## src/rtl/piso_tx_sched_if.sv

```systemverilog
// piso_tx_sched_if
// Upstream word handshake into the PISO sequencer.
//   in_valid : upstream word valid
//   in_data  : upstream word (WIDTH bits)
//   in_ready : sequencer FIFO can accept a word
// master = upstream source, slave = piso_tx_sched.
interface piso_tx_sched_if #(
  parameter int WIDTH = 4
);
  logic             in_valid;
  logic [WIDTH-1:0] in_data;
  logic             in_ready;

  modport master (output in_valid, output in_data, input in_ready);
  modport slave  (input in_valid, input in_data, output in_ready);
endinterface

```

## src/rtl/piso_tx_sched.sv

```systemverilog
// piso_tx_sched
// Sequencer for a WIDTH-bit parallel-in/serial-out shift register. Words are
// buffered in a DEPTH-entry FIFO, presented on pi with a one-cycle load
// strobe, then the WIDTH-cycle shift window and a GAP-cycle idle gap are
// timed. Optional parity slot enabled by macro PISO_PARITY_EN.
// Ports:
//   clk, reset  : clock, synchronous active-high reset
//   up          : upstream valid/ready/data (slave modport)
//   load        : shift register load strobe
//   pi          : parallel word to the shift register
//   ser_valid   : serial output carries a data bit
//   bit_idx     : index of current serial bit (0 = first out)
//   busy        : sequencer not idle
//   word_done   : one-cycle pulse after the last bit (or parity) of a word
//   words_sent  : completed-word counter, wraps
//   par_bit     : (PISO_PARITY_EN only) word parity, high only in PAR
module piso_tx_sched #(
  parameter int WIDTH = 4,
  parameter int DEPTH = 2,
  parameter int GAP   = 2
) (
  input  logic                     clk,
  input  logic                     reset,
  piso_tx_sched_if.slave           up,
  output logic                     load,
  output logic [WIDTH-1:0]         pi,
  output logic                     ser_valid,
  output logic [$clog2(WIDTH)-1:0] bit_idx,
  output logic                     busy,
  output logic                     word_done,
  output logic [7:0]               words_sent
`ifdef PISO_PARITY_EN
  ,
  output logic                     par_bit
`endif
);
  localparam int AW = $clog2(DEPTH);
  localparam int IW = $clog2(WIDTH);
  localparam int GW = (GAP > 1) ? $clog2(GAP) : 1;
  // Gap timer is a down-counter loaded with GAP-1 on entry.
  localparam logic [GW-1:0] GAP_LAST = (GAP > 0) ? GW'(GAP - 1) : '0;

  localparam logic [2:0] S_IDLE  = 3'd0;
  localparam logic [2:0] S_LOAD  = 3'd1;
  localparam logic [2:0] S_SHIFT = 3'd2;
`ifdef PISO_PARITY_EN
  localparam logic [2:0] S_PAR   = 3'd3;
`endif
  localparam logic [2:0] S_GAP   = 3'd4;
  localparam logic [2:0] S_DONE  = (GAP == 0) ? S_IDLE : S_GAP;

  logic [2:0]       state_q, state_d;
  logic [WIDTH-1:0] mem_q [DEPTH];
  logic [AW-1:0]    rd_ptr_q, wr_ptr_q;
  logic [AW:0]      count_q;
  logic             load_q, load_d;
  logic [WIDTH-1:0] pi_q, pi_d;
  logic             sv_q, sv_d;
  logic [IW-1:0]    idx_q, idx_d;
  logic             busy_q, busy_d;
  logic             wd_q, wd_d;
  logic [7:0]       ws_q, ws_d;
  logic [GW-1:0]    gap_q, gap_d;
`ifdef PISO_PARITY_EN
  logic             pword_q, pword_d;
  logic             par_q, par_d;
`endif

  logic push, pop;
  assign up.in_ready = (count_q != (AW+1)'(DEPTH));
  assign push = up.in_valid && up.in_ready;
  assign pop  = (state_q == S_IDLE) && (count_q != '0);

  always_comb begin
    state_d = state_q;
    load_d  = 1'b0;
    pi_d    = pi_q;
    sv_d    = sv_q;
    idx_d   = idx_q;
    wd_d    = 1'b0;
    ws_d    = ws_q;
    gap_d   = gap_q;
`ifdef PISO_PARITY_EN
    pword_d = pword_q;
    par_d   = 1'b0;
`endif
    case (state_q)
      S_IDLE: begin
        if (pop) begin
          state_d = S_LOAD;
          load_d  = 1'b1;
          pi_d    = mem_q[rd_ptr_q];
`ifdef PISO_PARITY_EN
          pword_d = ^mem_q[rd_ptr_q];
`endif
        end
      end
      S_LOAD: begin
        state_d = S_SHIFT;
        sv_d    = 1'b1;
        idx_d   = '0;
      end
      S_SHIFT: begin
        if (idx_q == IW'(WIDTH - 1)) begin
          sv_d  = 1'b0;
          idx_d = '0;
`ifdef PISO_PARITY_EN
          state_d = S_PAR;
          par_d   = pword_q;
`else
          state_d = S_DONE;
          gap_d   = GAP_LAST;
          wd_d    = 1'b1;
          ws_d    = ws_q + 8'd1;
`endif
        end else begin
          idx_d = idx_q + IW'(1);
        end
      end
`ifdef PISO_PARITY_EN
      S_PAR: begin
        state_d = S_DONE;
        gap_d   = GAP_LAST;
        wd_d    = 1'b1;
        ws_d    = ws_q + 8'd1;
      end
`endif
      S_GAP: begin
        if (gap_q == '0) state_d = S_IDLE;
        else             gap_d   = gap_q - GW'(1);
      end
      default: state_d = S_IDLE;
    endcase
    busy_d = (state_d != S_IDLE);
  end

  // FIFO storage carries data only; validity lives in count_q.
  always_ff @(posedge clk) begin
    if (push) mem_q[wr_ptr_q] <= up.in_data;
  end

  always_ff @(posedge clk) begin
    if (reset) begin
      state_q  <= S_IDLE;
      rd_ptr_q <= '0;
      wr_ptr_q <= '0;
      count_q  <= '0;
      load_q   <= 1'b0;
      pi_q     <= '0;
      sv_q     <= 1'b0;
      idx_q    <= '0;
      busy_q   <= 1'b0;
      wd_q     <= 1'b0;
      ws_q     <= '0;
      gap_q    <= '0;
`ifdef PISO_PARITY_EN
      pword_q  <= 1'b0;
      par_q    <= 1'b0;
`endif
    end else begin
      state_q <= state_d;
      if (push) wr_ptr_q <= wr_ptr_q + AW'(1);
      if (pop)  rd_ptr_q <= rd_ptr_q + AW'(1);
      if (push && !pop)      count_q <= count_q + (AW+1)'(1);
      else if (pop && !push) count_q <= count_q - (AW+1)'(1);
      load_q  <= load_d;
      pi_q    <= pi_d;
      sv_q    <= sv_d;
      idx_q   <= idx_d;
      busy_q  <= busy_d;
      wd_q    <= wd_d;
      ws_q    <= ws_d;
      gap_q   <= gap_d;
`ifdef PISO_PARITY_EN
      pword_q <= pword_d;
      par_q   <= par_d;
`endif
    end
  end

  assign load       = load_q;
  assign pi         = pi_q;
  assign ser_valid  = sv_q;
  assign bit_idx    = idx_q;
  assign busy       = busy_q;
  assign word_done  = wd_q;
  assign words_sent = ws_q;
`ifdef PISO_PARITY_EN
  assign par_bit    = par_q;
`endif
endmodule

```

## src/flat_wrapper.sv

```systemverilog
// flat-port wrapper written by rule: the top's interface ports become plain ports
module piso_tx_sched_flat 
#(
  parameter int WIDTH = 4,
  parameter int DEPTH = 2,
  parameter int GAP   = 2
)
  (clk, reset, load, pi, ser_valid, bit_idx, busy, word_done, words_sent, up_in_valid, up_in_data, up_in_ready);
  piso_tx_sched_if #(.WIDTH(WIDTH)) up_i ();
  input  logic clk;
  input  logic reset;
  output logic load;
  output logic [WIDTH-1:0] pi;
  output logic ser_valid;
  output logic [$clog2(WIDTH)-1:0] bit_idx;
  output logic busy;
  output logic word_done;
  output logic [7:0] words_sent;
  input wire logic [$bits(up_i.in_valid)-1:0] up_in_valid;
  input wire logic [$bits(up_i.in_data)-1:0] up_in_data;
  output wire logic [$bits(up_i.in_ready)-1:0] up_in_ready;
  assign up_i.in_valid = up_in_valid;
  assign up_i.in_data = up_in_data;
  assign up_in_ready = up_i.in_ready;
  piso_tx_sched #(.WIDTH(WIDTH), .DEPTH(DEPTH), .GAP(GAP)) u_core (.clk(clk), .reset(reset), .up(up_i), .load(load), .pi(pi), .ser_valid(ser_valid), .bit_idx(bit_idx), .busy(busy), .word_done(word_done), .words_sent(words_sent));
endmodule
```

## config.mk

```make
export PLATFORM = sky130hd
export DESIGN_NAME = piso_tx_sched_flat
export DESIGN_NICKNAME = d
export VERILOG_FILES = /design/src/rtl/piso_tx_sched_if.sv /design/src/rtl/piso_tx_sched.sv /design/src/flat_wrapper.sv
export SDC_FILE = /design/constraint.sdc
export NUM_CORES = 1
export LEC_CHECK = 0
export ABC_AREA = 1
export CAP_MARGIN = 10
export CELL_PAD_IN_SITES_DETAIL_PLACEMENT = 1
export CELL_PAD_IN_SITES_GLOBAL_PLACEMENT = 1
export CORE_ASPECT_RATIO = 1.25
export CORE_UTILIZATION = 37
export CTS_CLUSTER_SIZE = 30
export DETAILED_ROUTE_END_ITERATION = 12
export PLACE_DENSITY = 0.89
export SYNTH_ARGS = -nofsm -noshare
export SYNTH_HDL_FRONTEND = slang
export SYNTH_SLANG_ARGS = --single-unit
```

## constraint.sdc

```tcl
create_clock -name clk -period 1.85 [get_ports clk]
set_clock_uncertainty 0.2 [all_clocks]
set_input_delay 0.37 -clock clk [delete_from_list [all_inputs] [get_ports clk]]
set_output_delay 0.37 -clock clk [all_outputs]
set_load 0.1 [all_outputs]
```

==> reports/qor_table.md, run 1 <==
| Quantity | Value | Unit |
|:---|:---|:---|
| Distinct cells, synth | 23 | - |
| Avg WL per Cell | 12.47 | microns |
| Cell at the root of the clock tree | sky130_fd_sc_hd__clkbuf_8 | - |
| Overall Power | 3198 | uW |
| Failing checks | design-rule violations | - |
| Number of instances in the synthesized netlist | 170 | - |
| First-pass DRT Iterations | 7 | - |
| Worst min-delay path class | register to register | - |
| Area share of the largest cell type after synthesis | 0.3718 | - |
| Number of global-route vias before repair | 1239 | - |
| Power Dens Cells | 1584 | nW/um^2 |
| Part of the cycle the worst path needs | 0.9186 | - |
| Highest clock rate | 0.5884 | GHz |
| Floorplan Core Area | 3543 | sq um |
| Area growth, synth to finish | 44.15 | % |
| Max VDD drop | 0.0007610 | V |
| First-iteration detailed-routing DRC count | 32 | - |
| DRC violation count after routing | 7 | - |
| Vias per Instance | 4.802 | - |
| CTS Buffer Depth | 2 | - |
| Critical path, cell by cell | inv_1 -> nand2_1 -> nand3b_1 -> ha_1 -> inv_1 -> nand3_1 -> o21ai_1 -> a21oi_1 | - |
| Global placer's final weighted congestion | 0.7889 | - |
| Die width | 57.02 | microns |
| Global-route usage over all layers | 0.1748 | - |
| Chip Height | 70.78 | microns |
| Wire length of the first global-routing pass | 5.299 | mm |
| Port Buf Inserts | 25 | - |
| Starting Density | 0.3951 | - |
| Highest-delay cell along the critical path | sky130_fd_sc_hd__dfxtp_1 | - |
| Nature of the critical path startpoint | register | - |
| Number of enable flip-flop cells after synthesis | 8 | - |
| Post-DP HPWL | 2.306 | mm |
| Synth top cells by count | 46 x sky130_fd_sc_hd__nand2_1, 26 x sky130_fd_sc_hd__dfxtp_1, 22 x sky130_fd_sc_hd__inv_1 | - |
| Number of slew-limit violations in the final report | 0 | - |
| Adder-cell share of the synthesized area | 0.02681 | - |
| Sequential power share | 0.329 | - |
| Total clock buffers created by CTS | 5 | - |
| Fraction of synthesis flops using an asynchronous set or reset pin | 0 | - |
| Share of synthesized area occupied by flip-flops and latches | 0.5433 | - |
| Cell types occupying the most area after synthesis | sky130_fd_sc_hd__dfxtp_1 37%, sky130_fd_sc_hd__edfxtp_1 17%, sky130_fd_sc_hd__nand2_1 12% | - |
| Insertion delay of the later-clocked pin in the worst-skew pair | 0.29 | ns |
| Share of the synthesized area in compound gates (AO/OA/AOI/OAI) | 0.09651 | - |
| Ratio of cells with drive above 1 in the final layout | 0.2365 | - |
| Top-Level Pins | 26 | - |
| Number of clock sinks seen by CTS | 34 | - |
| Final hold violations | 0 | - |
| Delay of the slowest critical-path stage | 0.39 | ns |
| Main combinational cell family by area after synthesis | simple AND/OR/NAND/NOR gates | - |
| Multiplexer share of the synthesized area | 0 | - |
| Worst path arrival time | 1.68 | ns |
| Die area | 4036 | sq um |
| Largest net degree at the start of global routing | 15 | - |
| TritonCTS clock tree | yes | - |
| Finish-stage setup viols | 0 | - |
| Leftover overflow at the end of global routing | 0 | - |
| Post-Synth Simple-Gate Area | 0.2306 | - |
| Setup repair after global routing missed its margin | no | - |
| Cell type with the highest occurrence count on the critical path | sky130_fd_sc_hd__inv_1 | - |
| CTS hold repair buffers | 0 | - |
| Xor and xnor fraction of the mapped netlist area | 0.01877 | - |
| Overall via count from detail_route | 1162 | - |
| Net Sw Power | 1388 | uW |
| Setup Crit Path Kind | register to register | - |
| Site row count | 24 | - |
| Clock-pin transition on the worst setup and hold timing paths | 0.07 | ns |
| Most frequently used flop master after synthesis | sky130_fd_sc_hd__dfxtp_1 | - |
| Max-slew headroom | 0.7242 | - |
| Mean post-synth cell area | 8.236 | sq um |
| Final std cell area, no fill | 2018 | sq um |
| Initial antenna violation count | 0 | - |
| Flip-flop and latch count after synthesis | 34 | - |
| Total standard cell area after synthesis | 1400 | sq um |
| Syn. warnings | 0 | - |
| Clock share of power | 0.209 | - |
| H-tree Lvls | 2 | - |
| Family with the most delay on the worst path | flip-flops | - |
| Switching portion of total power | 0.4341 | - |
| Slew at the pin closest to its max-slew limit | 0.4132 | ns |
| Standard cell area after detailed placement | 1909 | sq um |
| Comb pwr share | 0.462 | - |
| Run status | finished, violations left | - |
| Maximum Capacitance Violations | 0 | - |
| Setup bufs post-CTS | 0 | - |
| Required time of the worst setup path | 1.83 | ns |
| Static leakage power | 0.0008544 | uW |
| Most area-hungry cell type in the Yosys netlist | sky130_fd_sc_hd__dfxtp_1 | - |
| Antenna cells | 0 | - |
| Post-synthesis net count | 180 | - |
| Internal power summed over all cells | 1810 | uW |
| Setup TNS | 0 | ns |
| Buffers plus inverters on the worst setup path | 2 | - |
| Number of nets with antenna violations after detailed routing | 0 | - |
| Worst Setup End Kind | register | - |
| Number of nets in the layout | 212 | - |
| Fin crit period | 1.699 | ns |
| Wirelength, routed | 3.018 | mm |
| Dominant cell by count in the synthesized netlist | sky130_fd_sc_hd__nand2_1 | - |
| Highest net fanout along the worst path | 3 | - |
## power groups by stage
stage                     combinational (uW)  sequential (uW)  clock (uW)
after floorplan                          438             1570           0
after global placement                  1430             1060           0
after detailed placement                1480             1070           0
after CTS                               1490             1050         685
after global routing                    1570             1070         712
final                                   1480             1050         669
## path summary, 6_finish.rpt
kind	from	end	slack [ns]	cells past startpoint
worst min register to register	u_core.gap_q	u_core.gap_q	0.27	2
worst min-delay path	u_core.gap_q	u_core.gap_q	0.27	2
worst max register to register	u_core.count_q[1]	u_core.count_q[1]	0.15	8
worst max-delay path	u_core.count_q[1]	u_core.count_q[1]	0.15	8
## cell families after synthesis
family | after synthesis
AOI/OAI and AO/OA | 27
xor gates and xnor gates | 3
adders and majority gates | 3
buffers and inverters | 28
DFF | 34
and+or+nand+nor | 75
## state kept, by name, summed over array words and instances (netlist names)
register and cells:
u_core.rd_ptr_q 1, u_core.word_done 1, u_core.ser_valid 1, u_core.wr_ptr_q 1, u_core.bit_idx 2, u_core.state_q 3
u_core.mem_q 8, u_core.gap_q 1, u_core.pi 4, u_core.busy 1, u_core.load 1, u_core.count_q 2
u_core.words_sent 8
## area by class of cell
type / count / area [sq um]
clock buffers: 5 / 68.82
inverters: 24 / 90.09
repair buffers: 29 / 470.5
flip-flops and latches: 34 / 770.7
well taps: 39 / 48.80
multi-input cells: 108 / 529.3
fillers: 399 / 1525
clock inverters: 3 / 40.04
## cells in the final DEF (no fill, tap or decap)
cell type	instances
sky130_fd_sc_hd__a21oi_1	16
sky130_fd_sc_hd__buf_12	19
sky130_fd_sc_hd__buf_4	4
sky130_fd_sc_hd__bufinv_16	1
sky130_fd_sc_hd__clkbuf_8	5
sky130_fd_sc_hd__clkdlybuf4s50_1	6
sky130_fd_sc_hd__clkinv_2	2
sky130_fd_sc_hd__dfxtp_1	18
sky130_fd_sc_hd__dfxtp_2	8
sky130_fd_sc_hd__edfxtp_1	8
sky130_fd_sc_hd__ha_1	3
sky130_fd_sc_hd__inv_1	22
sky130_fd_sc_hd__inv_2	2
sky130_fd_sc_hd__nand2_1	45
sky130_fd_sc_hd__nand2_2	2
sky130_fd_sc_hd__nand2_4	1
sky130_fd_sc_hd__nand3_1	4
sky130_fd_sc_hd__nand3_2	1
sky130_fd_sc_hd__nand3b_1	1
sky130_fd_sc_hd__nand4_1	1
sky130_fd_sc_hd__nor2_1	16
sky130_fd_sc_hd__nor2_2	1
sky130_fd_sc_hd__nor2_4	2
sky130_fd_sc_hd__nor3_1	1
sky130_fd_sc_hd__o21ai_0	10
sky130_fd_sc_hd__o21ai_1	1
sky130_fd_sc_hd__xnor2_1	2
sky130_fd_sc_hd__xor2_1	1
## worst register-to-register path: stages (launching register included)
cell and delay, ns:
sky130_fd_sc_hd__dfxtp_1 0.39, sky130_fd_sc_hd__inv_1 0.10, sky130_fd_sc_hd__nand2_1 0.08, sky130_fd_sc_hd__nand3b_1 0.12
sky130_fd_sc_hd__ha_1 0.32, sky130_fd_sc_hd__inv_1 0.09, sky130_fd_sc_hd__nand3_1 0.11, sky130_fd_sc_hd__o21ai_1 0.14
sky130_fd_sc_hd__a21oi_1 0.05
## layer usage
metal / up-vias / GRT usage / part of all wire
met2: 20 / 0.3242 / 0.54
li1: 595 / - / -
met3: 7 / 0.05484 / 0.033
met5: - / 0 / 0
met1: 540 / 0.1776 / 0.40
met4: 0 / 0.07317 / 0.019
## per-stage QoR
step           hold WS [ns]  setup WS [ns]  std cells    util
2_1_floorplan        0.2317        0.09343        170       -
3_3_place_gp         0.2500       0.002181        234  0.5388
4_1_cts              0.2722         0.1351        242  0.5696
3_5_place_dp         0.2622       -0.07665        234  0.5388
6_report             0.2730         0.1506        242  0.5696
5_1_grt              0.3048       0.007751        242  0.5696
## repair_timing
item | CTS | global route
endpoints found under the setup margin | 0 | 1
endpoints found under the hold margin | 0 | 0
resized for setup | 0 | 1
Note: power is estimated with default switching activity, not from simulation.
==> inputs of run 2 (changes only) <==
--- a/config.mk
+++ b/config.mk
@@ -10,10 +10,10 @@
 export CELL_PAD_IN_SITES_DETAIL_PLACEMENT = 1
 export CELL_PAD_IN_SITES_GLOBAL_PLACEMENT = 1
 export CORE_ASPECT_RATIO = 1.25
-export CORE_UTILIZATION = 37
+export CORE_UTILIZATION = 25
 export CTS_CLUSTER_SIZE = 30
 export DETAILED_ROUTE_END_ITERATION = 12
-export PLACE_DENSITY = 0.89
+export PLACE_DENSITY = 0.68
 export SYNTH_ARGS = -nofsm -noshare
 export SYNTH_HDL_FRONTEND = slang
 export SYNTH_SLANG_ARGS = --single-unit
==> run 2 against run 1 <==
  * The run now ends clean
  * Fmax up 3.2%
  * Cell count is 11% higher
  * Wire length down 5.3%
  * Flip-flop and latch count unchanged
  * Critical endpoint unchanged
  * Largest power group unchanged
==> reports/qor_table.md, run 2 (synthesis gave the netlist of run 1 again) <==
| Quantity | Value | Unit | vs previous |
|:---|:---|:---|:---|
| Highest clock rate | 0.6071 | GHz | +3.2% |
| Number of cells traversed by the worst hold path | 2 | - | unchanged |
| Post-route insts no fill | 268 | - | +11% |
| Setup TNS | 0 | ns | unchanged |
| Start point of the critical path | u_core.count_q[0] | - |  |
| Placed Cells | 260 | - | +11% |
| Power Dens Cells | 1544 | nW/um^2 | -2.6% |
| Worst reg-to-reg setup slack | 0.20 | ns | +0.05 ns |
| Highest-delay cell along the critical path | sky130_fd_sc_hd__dfxtp_1 | - |  |
| Register-to-Register Path Depth | 8 | - | unchanged |
| Setup repair after global routing missed its margin | no | - |  |
| Worst Setup End Kind | register | - |  |
| Global placer's final weighted congestion | 0.6801 | - | -14% |
| Maximum Capacitance Violations | 0 | - | unchanged |
| Number of nets in the layout | 213 | - | +0.47% |
| Worst path arrival time | 1.62 | ns | -0.06 ns |
| Timing endpoint of the critical path | u_core.count_q[1] | - |  |
| Number of clock sinks seen by CTS | 34 | - | unchanged |
| TritonCTS clock tree | yes | - |  |
| H-tree Lvls | 2 | - | unchanged |
| Worst min-delay path class | register to register | - |  |
| Antenna cells | 0 | - | unchanged |
| Part of the cycle the worst path needs | 0.8903 | - | -0.02826 |
| Max-slew headroom | 0.7150 | - | -0.009192 |
| Ratio of cells with drive above 1 in the final layout | 0.2402 | - | +0.003743 |
| Static leakage power | 0.0008523 | uW | -0.25% |
| FF+latch area | 770.7 | sq um | unchanged |
| Die width | 68.94 | microns | +21% |
| DRC violation count after routing | 0 | - | -7 |
| Overall Power | 3183 | uW | -0.45% |
| Most frequent cells in the layout | 45 x sky130_fd_sc_hd__nand2_1, 22 x sky130_fd_sc_hd__inv_1, 19 x sky130_fd_sc_hd__buf_12 | - |  |
| Nature of the critical path startpoint | register | - |  |
| Site row count | 30 | - | +25% |
| CTS Buffer Depth | 2 | - | unchanged |
| Leftover overflow at the end of global routing | 0 | - | unchanged |
| Critical register-to-register path endpoint | u_core.count_q[1] | - |  |
| Run status | completed | - |  |
| Max VDD drop | 0.0008295 | V | +9.0% |
| Required time of the worst setup path | 1.83 | ns | about the same |
| Total clock buffers created by CTS | 5 | - | unchanged |
| Fin crit period | 1.647 | ns | -0.05228 ns |
| Avg WL per Cell | 10.66 | microns | -14% |
| Post-CTS sizing | 0 | - | unchanged |
| Area taken by multi-input logic gates | 529.3 | sq um | unchanged |
| Vias per Instance | 4.354 | - | -9.3% |
| Critical path, cell by cell | inv_2 -> nand2_1 -> nand3b_1 -> ha_1 -> inv_1 -> nand3_1 -> o21ai_0 -> a21oi_1 | - |  |
| Post-DP HPWL | 2.141 | mm | -7.2% |
| Reg-to-Reg Start | u_core.count_q[0] | - |  |
| Finish-stage setup viols | 0 | - | unchanged |
| Number of global-route vias before repair | 1165 | - | -6.0% |
| Area growth, synth to finish | 47.27 | % |  |
| Starting Density | 0.2590 | - | -0.1361 |
| Global-route usage over all layers | 0.1158 | - | -0.05899 |
| Wirelength, routed | 2.858 | mm | -5.3% |
| Total of fill cells in the finished design | 649 | - | +63% |
| Largest net degree at the start of global routing | 15 | - | unchanged |
| First-iteration detailed-routing DRC count | 32 | - | unchanged |
| Clock-pin transition on the worst setup and hold timing paths | 0.07 | ns | about the same |
| Number of slew-limit violations in the final report | 0 | - | unchanged |
| Final hold violations | 0 | - | unchanged |
| Number of nets with antenna violations after detailed routing | 0 | - | unchanged |
| Port Buf Inserts | 25 | - | unchanged |
| Insertion delay of the later-clocked pin in the worst-skew pair | 0.29 | ns | about the same |
| Most frequent standard cell in the layout excluding fill and tap cells | sky130_fd_sc_hd__nand2_1 | - |  |
| Top-Level Pins | 26 | - | unchanged |
| Slew at the pin closest to its max-slew limit | 0.4270 | ns | +0.01377 ns |
| Setup bufs post-CTS | 0 | - | unchanged |
| Final core utilization | 0.3815 | - | -0.1881 |
| Setup Crit Path Kind | register to register | - |  |
| Floorplan Core Area | 5405 | sq um | +53% |
| First-pass DRT Iterations | 4 | - | -3 |
| Highest net fanout along the worst path | 4 | - | +1 |
| Cell at the root of the clock tree | sky130_fd_sc_hd__clkbuf_8 | - |  |
| Post-place setup slack | -0.03594 | ns | +0.04071 ns |
| Wire length of the first global-routing pass | 4.968 | mm | -6.2% |
| Crit path setup slack, layout | 0.2029 | ns | +0.05228 ns |
| Delay of the slowest critical-path stage | 0.39 | ns | about the same |
| Overall via count from detail_route | 1167 | - | +0.43% |
| CTS hold repair buffers | 0 | - | unchanged |
| Chip Height | 85.67 | microns | +21% |
| Initial antenna violation count | 0 | - | unchanged |
| Die area | 5906 | sq um | +46% |
[run 2: cell types whose count changed in the layout (fill, tap and decap cells not counted), sizes merged]
| cell | change |
|---|---|
| clkinv | -2 |
| clkinvlp | +2 |
| buf | +1 |
[run 2: how the worst min path moves through the flow]
stage | end | from
detailed placement | u_core.gap_q | u_core.gap_q
global route | u_core.gap_q | u_core.gap_q
CTS | u_core.gap_q | u_core.gap_q
global placement | u_core.gap_q | u_core.gap_q
floorplan | u_core.bit_idx[0] | reset
finish | u_core.gap_q | u_core.gap_q
[run 2: worst max-delay path, delay by kind of cell (launching register included)]
family | cells | cell delay [ns]
simple gates | 3 | 0.28
compound gates | 2 | 0.20
flops | 1 | 0.39
fa+ha+maj | 1 | 0.31
buf+inv | 2 | 0.16
[run 2: metal layers]
metal,wire length (microns),track usage
met1,1094,0.1207
met2,1585,0.1977
met3,115,0.04388
met4,64,0.05566
met5,0,0
[run 2: power by group]
| part | switching, uW | internal [uW] | total (uW) |
|---|---|---|---|
| clock network | 284 | 401 | 685 |
| logic | 949 | 500 | 1450 |
| registers | 135 | 915 | 1050 |
| total | 1370 | 1820 | 3180 |
[run 2: stage by stage]
stage	area (sq um)	hold WS, ns
after global routing	2062	0.3080
after floorplan	1418	0.2317
after detailed placement	1948	0.2665
after CTS	2062	0.2780
after global placement	1948	0.2534
final	2062	0.2744
[run 2: final cells by class]
type                       count  area share
inverter                      24     0.04369
clock inverter                 3     0.02184
clock buffer                   5     0.03337
sequential                    34      0.3738
timing repair buffer          30      0.2318
tap                           64     0.03883
multi-input combinational    108      0.2567
